`src/rtl/sp_instr_dispatch.sv`:
```
// Scratchpad-side dispatcher: pops execute->scratchpad instruction FIFO entries and sequences
// matrix load/store row requests or a GEMM request. Optional perf counters via SP_DISPATCH_PERF_EN.
module sp_instr_dispatch #(
  parameter int ADDR_W    = 32,
  parameter int MAT_W     = 4,
  parameter int ROWS      = 4,
  parameter int ROW_BYTES = 8,
  parameter int ENTRY_W   = 2 + MAT_W + ADDR_W,
  localparam int ROW_W    = (ROWS > 1) ? $clog2(ROWS) : 1
) (
  input  logic               CLK,
  input  logic               nRST,
  input  logic               fifo_empty,
  input  logic [ENTRY_W-1:0] fifo_rdata,
  output logic               fifo_ren,
  output logic               mem_req,
  output logic               mem_wen,
  output logic [ADDR_W-1:0]  mem_addr,
  output logic [MAT_W-1:0]   mem_mat,
  output logic [ROW_W-1:0]   mem_row,
  input  logic               mem_gnt,
  input  logic               mem_ack,
  output logic               gemm_req,
  output logic [15:0]        gemm_sel,
  output logic               gemm_new_weight,
  input  logic               gemm_ready,
  input  logic               gemm_done,
  output logic               load_complete,
  output logic               store_complete,
  output logic               gemm_complete,
  output logic               busy
`ifdef SP_DISPATCH_PERF_EN
  ,
  output logic [31:0]        perf_ld_cnt,
  output logic [31:0]        perf_st_cnt,
  output logic [31:0]        perf_gemm_cnt,
  output logic [31:0]        perf_stall_cnt
`endif
);

  localparam logic [2:0] IDLE     = 3'd0;
  localparam logic [2:0] LS_ISSUE = 3'd1;
  localparam logic [2:0] LS_WAIT  = 3'd2;
  localparam logic [2:0] G_ISSUE  = 3'd3;
  localparam logic [2:0] G_WAIT   = 3'd4;
  localparam int ACK_W = $clog2(ROWS + 1);

  typedef struct packed {
    logic [1:0]        op;
    logic [MAT_W-1:0]  mat;
    logic [ADDR_W-1:0] addr;
  } entry_t;

  logic [2:0]       state_q, state_d;
  entry_t           ent_q, ent_d, head;
  logic [ROW_W-1:0] row_q, row_d;
  logic [ACK_W-1:0] ack_cnt_q, ack_cnt_d;
  logic             ld_cmp_q, ld_cmp_d, st_cmp_q, st_cmp_d, g_cmp_q, g_cmp_d;
  logic             run_q;
  logic             ack_in;

  assign head   = entry_t'(fifo_rdata);
  assign ack_in = mem_ack && (state_q == LS_ISSUE || state_q == LS_WAIT);

  always_comb begin
    state_d   = state_q;
    ent_d     = ent_q;
    row_d     = row_q;
    ack_cnt_d = ack_cnt_q;
    ld_cmp_d  = 1'b0;
    st_cmp_d  = 1'b0;
    g_cmp_d   = 1'b0;
    fifo_ren  = 1'b0;
    // acks may land while rows are still being granted, so count them from LS_ISSUE on
    if (ack_in && ack_cnt_q != ACK_W'(ROWS)) ack_cnt_d = ack_cnt_q + 1'b1;
    case (state_q)
      IDLE: begin
        if (run_q && !fifo_empty) begin
          fifo_ren  = 1'b1;
          ent_d     = head;
          row_d     = '0;
          ack_cnt_d = '0;
          case (head.op)
            2'b01, 2'b10: state_d = LS_ISSUE;
            2'b11:        state_d = G_ISSUE;
            default:      state_d = IDLE;
          endcase
        end
      end
      LS_ISSUE: begin
        if (mem_gnt) begin
          row_d = row_q + 1'b1;
          if (row_q == ROW_W'(ROWS - 1)) begin
            row_d   = '0;
            state_d = LS_WAIT;
          end
        end
      end
      LS_WAIT: begin
        if (ack_cnt_d == ACK_W'(ROWS)) begin
          state_d   = IDLE;
          ld_cmp_d  = (ent_q.op == 2'b01);
          st_cmp_d  = (ent_q.op == 2'b10);
          row_d     = '0;
          ack_cnt_d = '0;
        end
      end
      G_ISSUE: if (gemm_ready) state_d = G_WAIT;
      G_WAIT: begin
        if (gemm_done) begin
          state_d = IDLE;
          g_cmp_d = 1'b1;
        end
      end
      default: state_d = IDLE;
    endcase
  end

  always_ff @(posedge CLK or negedge nRST) begin
    if (!nRST) begin
      state_q   <= IDLE;
      ent_q     <= '0;
      row_q     <= '0;
      ack_cnt_q <= '0;
      ld_cmp_q  <= 1'b0;
      st_cmp_q  <= 1'b0;
      g_cmp_q   <= 1'b0;
      run_q     <= 1'b0;
    end else begin
      state_q   <= state_d;
      ent_q     <= ent_d;
      row_q     <= row_d;
      ack_cnt_q <= ack_cnt_d;
      ld_cmp_q  <= ld_cmp_d;
      st_cmp_q  <= st_cmp_d;
      g_cmp_q   <= g_cmp_d;
      run_q     <= 1'b1;
    end
  end

  // request fields are zeroed outside their issue states so reset/idle drives all-zero
  always_comb begin
    mem_req         = 1'b0;
    mem_wen         = 1'b0;
    mem_addr        = '0;
    mem_mat         = '0;
    mem_row         = '0;
    gemm_req        = 1'b0;
    gemm_sel        = '0;
    gemm_new_weight = 1'b0;
    if (state_q == LS_ISSUE) begin
      mem_req  = 1'b1;
      mem_wen  = (ent_q.op == 2'b10);
      mem_addr = ent_q.addr + ADDR_W'(row_q) * ADDR_W'(ROW_BYTES);
      mem_mat  = ent_q.mat;
      mem_row  = row_q;
    end
    if (state_q == G_ISSUE) begin
      gemm_req        = 1'b1;
      gemm_sel        = ent_q.addr[15:0];
      gemm_new_weight = ent_q.mat[MAT_W-1];
    end
  end

  assign load_complete  = ld_cmp_q;
  assign store_complete = st_cmp_q;
  assign gemm_complete  = g_cmp_q;
  assign busy           = (state_q != IDLE);

`ifdef SP_DISPATCH_PERF_EN
  logic [31:0] perf_ld_cnt_q, perf_ld_cnt_d, perf_st_cnt_q, perf_st_cnt_d;
  logic [31:0] perf_gemm_cnt_q, perf_gemm_cnt_d, perf_stall_cnt_q, perf_stall_cnt_d;

  function automatic logic [31:0] sat_inc(input logic [31:0] v, input logic en);
    return (en && v != '1) ? v + 32'd1 : v;
  endfunction

  always_comb begin
    perf_ld_cnt_d    = sat_inc(perf_ld_cnt_q, ld_cmp_q);
    perf_st_cnt_d    = sat_inc(perf_st_cnt_q, st_cmp_q);
    perf_gemm_cnt_d  = sat_inc(perf_gemm_cnt_q, g_cmp_q);
    perf_stall_cnt_d = sat_inc(perf_stall_cnt_q,
                               (mem_req && !mem_gnt) || (gemm_req && !gemm_ready));
  end

  always_ff @(posedge CLK or negedge nRST) begin
    if (!nRST) begin
      perf_ld_cnt_q    <= '0;
      perf_st_cnt_q    <= '0;
      perf_gemm_cnt_q  <= '0;
      perf_stall_cnt_q <= '0;
    end else begin
      perf_ld_cnt_q    <= perf_ld_cnt_d;
      perf_st_cnt_q    <= perf_st_cnt_d;
      perf_gemm_cnt_q  <= perf_gemm_cnt_d;
      perf_stall_cnt_q <= perf_stall_cnt_d;
    end
  end

  assign perf_ld_cnt    = perf_ld_cnt_q;
  assign perf_st_cnt    = perf_st_cnt_q;
  assign perf_gemm_cnt  = perf_gemm_cnt_q;
  assign perf_stall_cnt = perf_stall_cnt_q;
`endif

endmodule

```
`config.mk`:
```
export PLATFORM = sky130hd
export DESIGN_NAME = sp_instr_dispatch
export DESIGN_NICKNAME = d
export VERILOG_FILES = /design/src/rtl/sp_instr_dispatch.sv
export SDC_FILE = /design/constraint.sdc
export NUM_CORES = 1
export LEC_CHECK = 0
export ABC_AREA = 0
export CAP_MARGIN = 0
export CELL_PAD_IN_SITES_DETAIL_PLACEMENT = 1
export CELL_PAD_IN_SITES_GLOBAL_PLACEMENT = 2
export CORE_UTILIZATION = 25
export CTS_CLUSTER_SIZE = 12
export DETAILED_ROUTE_END_ITERATION = 6
export GPL_ROUTABILITY_DRIVEN = 0
export PLACE_DENSITY_LB_ADDON = 0.1
export SLEW_MARGIN = 20
export SYNTH_ARGS = -nofsm -noshare
export SYNTH_HDL_FRONTEND = slang
export SYNTH_SLANG_ARGS = --single-unit
```
`constraint.sdc`:
```
create_clock -name CLK -period 2.77 [get_ports CLK]
set_input_delay 0.277 -clock CLK [delete_from_list [all_inputs] [get_ports CLK]]
set_output_delay 0.277 -clock CLK [all_outputs]
set_load 0.1 [all_outputs]
```
==> flow_summary.yaml, run 1 <==
timing:
  setup_viol: 0
  min_period_ns: 2.73
  worst_clock_skew_ns: 0.00624
  tightest_slew_ns: 0.697
  fin_setup_tns_ns: 0
  maxSlewViolCount: 0
  finalCritPeriodShare: 0.987
  rsz0062_at_grt: "true"
  hold_violations: 0
  layout_setup_ws_ns: 0.0370
  fmax_ghz: 0.366
  slew_headroom: 0.535
clock_network:
  clk_pin_slew_ns: 0.07
  clk_latency_ns: 0.29
  hold_buffers: 0
  cts_tree: "built"
  clockRootBuffer: "clkbuf_16"
  clockBufferDepth: 2
  cts_buffers: 5
  htreeDepth: 2
  cts.sinks: 50
grt:
  global_route.overflow_total: 0
  grt_first_pass_wirelength_um: 16900
  grt_max_degree: 37
  track_usage: 0.169
  antenna_found_initial: 0
  grt_pass1_vias: 3140
synthesis:
  synthMuxAreaShare: 0.0134
  syn_nets: 443
  ys.warnings.count: 0
  ys_types: 43
  syn_avg_cell_area_um2: 7.84
  async_flop_share: 1.00
  synth_adder_area_share: 0.0269
  synth_xor_area_frac: 0.0855
  synthSimpleGateAreaFrac: 0.385
  syn_inst: 392
  synth_area_mm2: 0.00307
  synth_top_family_by_area: "simple AND/OR/NAND/NOR gates"
  ys_seq_area_frac: 0.407
  synth_seq_cells: 50
  synth_edf_count: 0
  ys_dominant_reg_cell: "dfrtp_1"
  synth-compound-area-share: 0.0379
critical_path:
  end_kind: "output pin"
  worst-path-max-fanout: 4
  ff2ff_path_depth: 6
  worstSetupStartpointType: "flop"
  required_ns: 2.49
  arrival_ns: 2.46
  criticalPathCategory: "flop to output pin"
detailed_routing:
  drc_errors: 1
  finalWirelength_um: 10300
  vias_per_cell: 4.65
  drt-wirelength-per-cell_um: 15.8
  num_vias: 3039
  detail_route.first_pass.iterations: 7
  drtIter0Drc: 95
  antenna_left: 0
min_path:
  hp-class: "primary input to async pin"
placement:
  place_ws_ns: 0.259
  io_buffers: 107
  dp_hpwl_um: 7740
  postPlaceCellArea_mm2: 0.00500
  placedCellCount: 637
status:
  violations: "design-rule violations"
  status: "finished, violations left"
finish:
  insertedDiodeCount: 0
  nNetsFinal: 556
  layout.cells.non_filler: 653
  drive_gt1_frac: 0.265
  area_delta_synth_final_pct: 72.7
  final_area_mm2: 0.00531
  nFillCells: 1371
floorplanning:
  die-height_um: 113
  core_area_mm2: 0.0120
  die_w_um: 113
  rows: 40
  die_area_mm2: 0.0127
  start_util: 0.256
  io_pins: 108
flow_run:
  maxCapViolations: 0
power:
  leakage_uw: 0.00232
  ir_drop_mv: 0.328
  cellPowerDensity_mw_per_mm2: 1000
-- registers in the layout, indices dropped and copies added, names as in the netlist --
register,flops
gemm_complete,1
row_q,2
ack_cnt_q,3
state_q,3
run_q,1
load_complete,1
store_complete,1
ent_q,38
-- what timing repair did --
item                       in CTS  in global routing
gates resized for setup         1                  7
pin swaps                       0                  3
buffers inserted                1                  7
setup endpoints to repair       8                 14
-- layout by cell type (no fill, tap or decap), types with 2 or more instances in the layout --
| cell | count |
|---|---|
| nor3_1 | 8 |
| dfrtp_1 | 50 |
| nor2_2 | 19 |
| nand4_1 | 12 |
| inv_2 | 2 |
| xor2_1 | 16 |
| mux2i_1 | 3 |
| buf_12 | 60 |
| nor2_1 | 18 |
| and2_1 | 11 |
| nor2_4 | 5 |
| clkbuf_16 | 5 |
| ha_1 | 4 |
| nand3b_1 | 3 |
| and3_1 | 23 |
| nand3_1 | 4 |
| nor2b_1 | 2 |
| nor4_2 | 3 |
| nand2_1 | 128 |
| nor3_2 | 2 |
| a31o_1 | 2 |
| buf_4 | 24 |
| a21oi_1 | 3 |
| clkdlybuf4s50_1 | 43 |
| o21ai_0 | 7 |
| xnor2_1 | 13 |
| bufinv_16 | 2 |
| inv_1 | 10 |
-- kinds of logic (layout without fill, tap and decap cells) --
family	after synthesis	count (layout)
xor+xnor	30	30
flops	50	50
fa+ha+maj	6	6
simple gates	251	251
other cells	1	1
buf+inv	34	148
mux	4	4
compound gates	16	16
-- cell usage after synthesis (2+ instances only) --
library cell | count | share of area
nor2_1 | 42 | 0.051
clkbuf_1 | 16 | 0.020
a21oi_1 | 3 | 0.0049
nand4_1 | 12 | 0.024
and2_1 | 11 | 0.022
mux2i_1 | 3 | 0.0098
nand2b_1 | 2 | 0.0041
a31o_1 | 2 | 0.0057
xnor2_1 | 13 | 0.037
nor2b_1 | 2 | 0.0041
nor3_1 | 9 | 0.015
dfrtp_1 | 50 | 0.41
xor2_1 | 17 | 0.048
nand3_1 | 5 | 0.0081
inv_1 | 11 | 0.013
nand3b_1 | 3 | 0.0073
nand2_1 | 128 | 0.16
and3_1 | 23 | 0.047
ha_1 | 5 | 0.020
o21ai_0 | 7 | 0.011
buf_1 | 4 | 0.0049
nor4_2 | 3 | 0.012
-- layer usage --
metal | wire, um | global-route usage
met1 | 4940 | 0.231
met2 | 4710 | 0.272
met3 | 580 | 0.0412
met4 | 76 | 0.0347
met5 | 0 | 0
-- report_power, final --
part,leakage (uW),total (uW),internal [uW],switching (uW)
Combinational,0.00160,3040,1110,1930
Clock,0.0000971,818,543,276
Sequential,0.000630,1450,1040,411
-- worst max-delay path, cell delays in order (launching register included) --
cell,delay [ns]
dfrtp_1,0.35
ha_2,0.19
inv_2,0.04
fa_2,0.35
nand4b_1,0.25
nor2_1,0.31
nand4_1,0.16
xor2_1,0.18
nor2_2,0.14
buf_12,0.19
-- final cells by class --
cell class,instances,area (um^2),share of cell area
Tap cell,147,184,0.0347
Multi-Input combinational cell,308,1810,0.341
Clock buffer,6,139,0.0262
Timing Repair Buffer,128,1820,0.342
Clock inverter,2,60.1,0.0113
Sequential cell,50,1250,0.236
Inverter,12,45.0,0.00849
-- stage by stage --
stage | hold WS, ns | utilization | total power [uW]
final | 0.0208 | 0.442 | 5310
after global routing | 0.0701 | 0.442 | 5640
after CTS | 0.0517 | 0.434 | 5310
after detailed placement | 0.366 | 0.416 | 4460
after global placement | 0.358 | 0.416 | 4420
after floorplan | -0.0186 | - | 3380
-- worst paths after layout --
check                                  start            to  slack, ns
min in group CLK                   ent_q[34]     ent_q[34]       0.46
worst min-delay path                    nRST     ent_q[13]       0.02
worst min register to register     ent_q[34]     ent_q[34]       0.46
max in group asynchronous               nRST     ent_q[35]       1.96
worst max-delay path                ent_q[3]  mem_addr[29]       0.04
worst max register to register  ack_cnt_q[0]      row_q[0]       0.62
Note: power is estimated with default switching activity, not from simulation.
==> run 2: changes to the inputs <==
--- a/config.mk
+++ b/config.mk
@@ -10,6 +10,7 @@
 export CELL_PAD_IN_SITES_DETAIL_PLACEMENT = 1
 export CELL_PAD_IN_SITES_GLOBAL_PLACEMENT = 2
 export CORE_UTILIZATION = 25
+export CTS_CLUSTER_DIAMETER = 40
 export CTS_CLUSTER_SIZE = 12
 export DETAILED_ROUTE_END_ITERATION = 6
 export GPL_ROUTABILITY_DRIVEN = 0
==> results of run 2 <==
Final layout, timing and power as in run 1 (identical DEF).
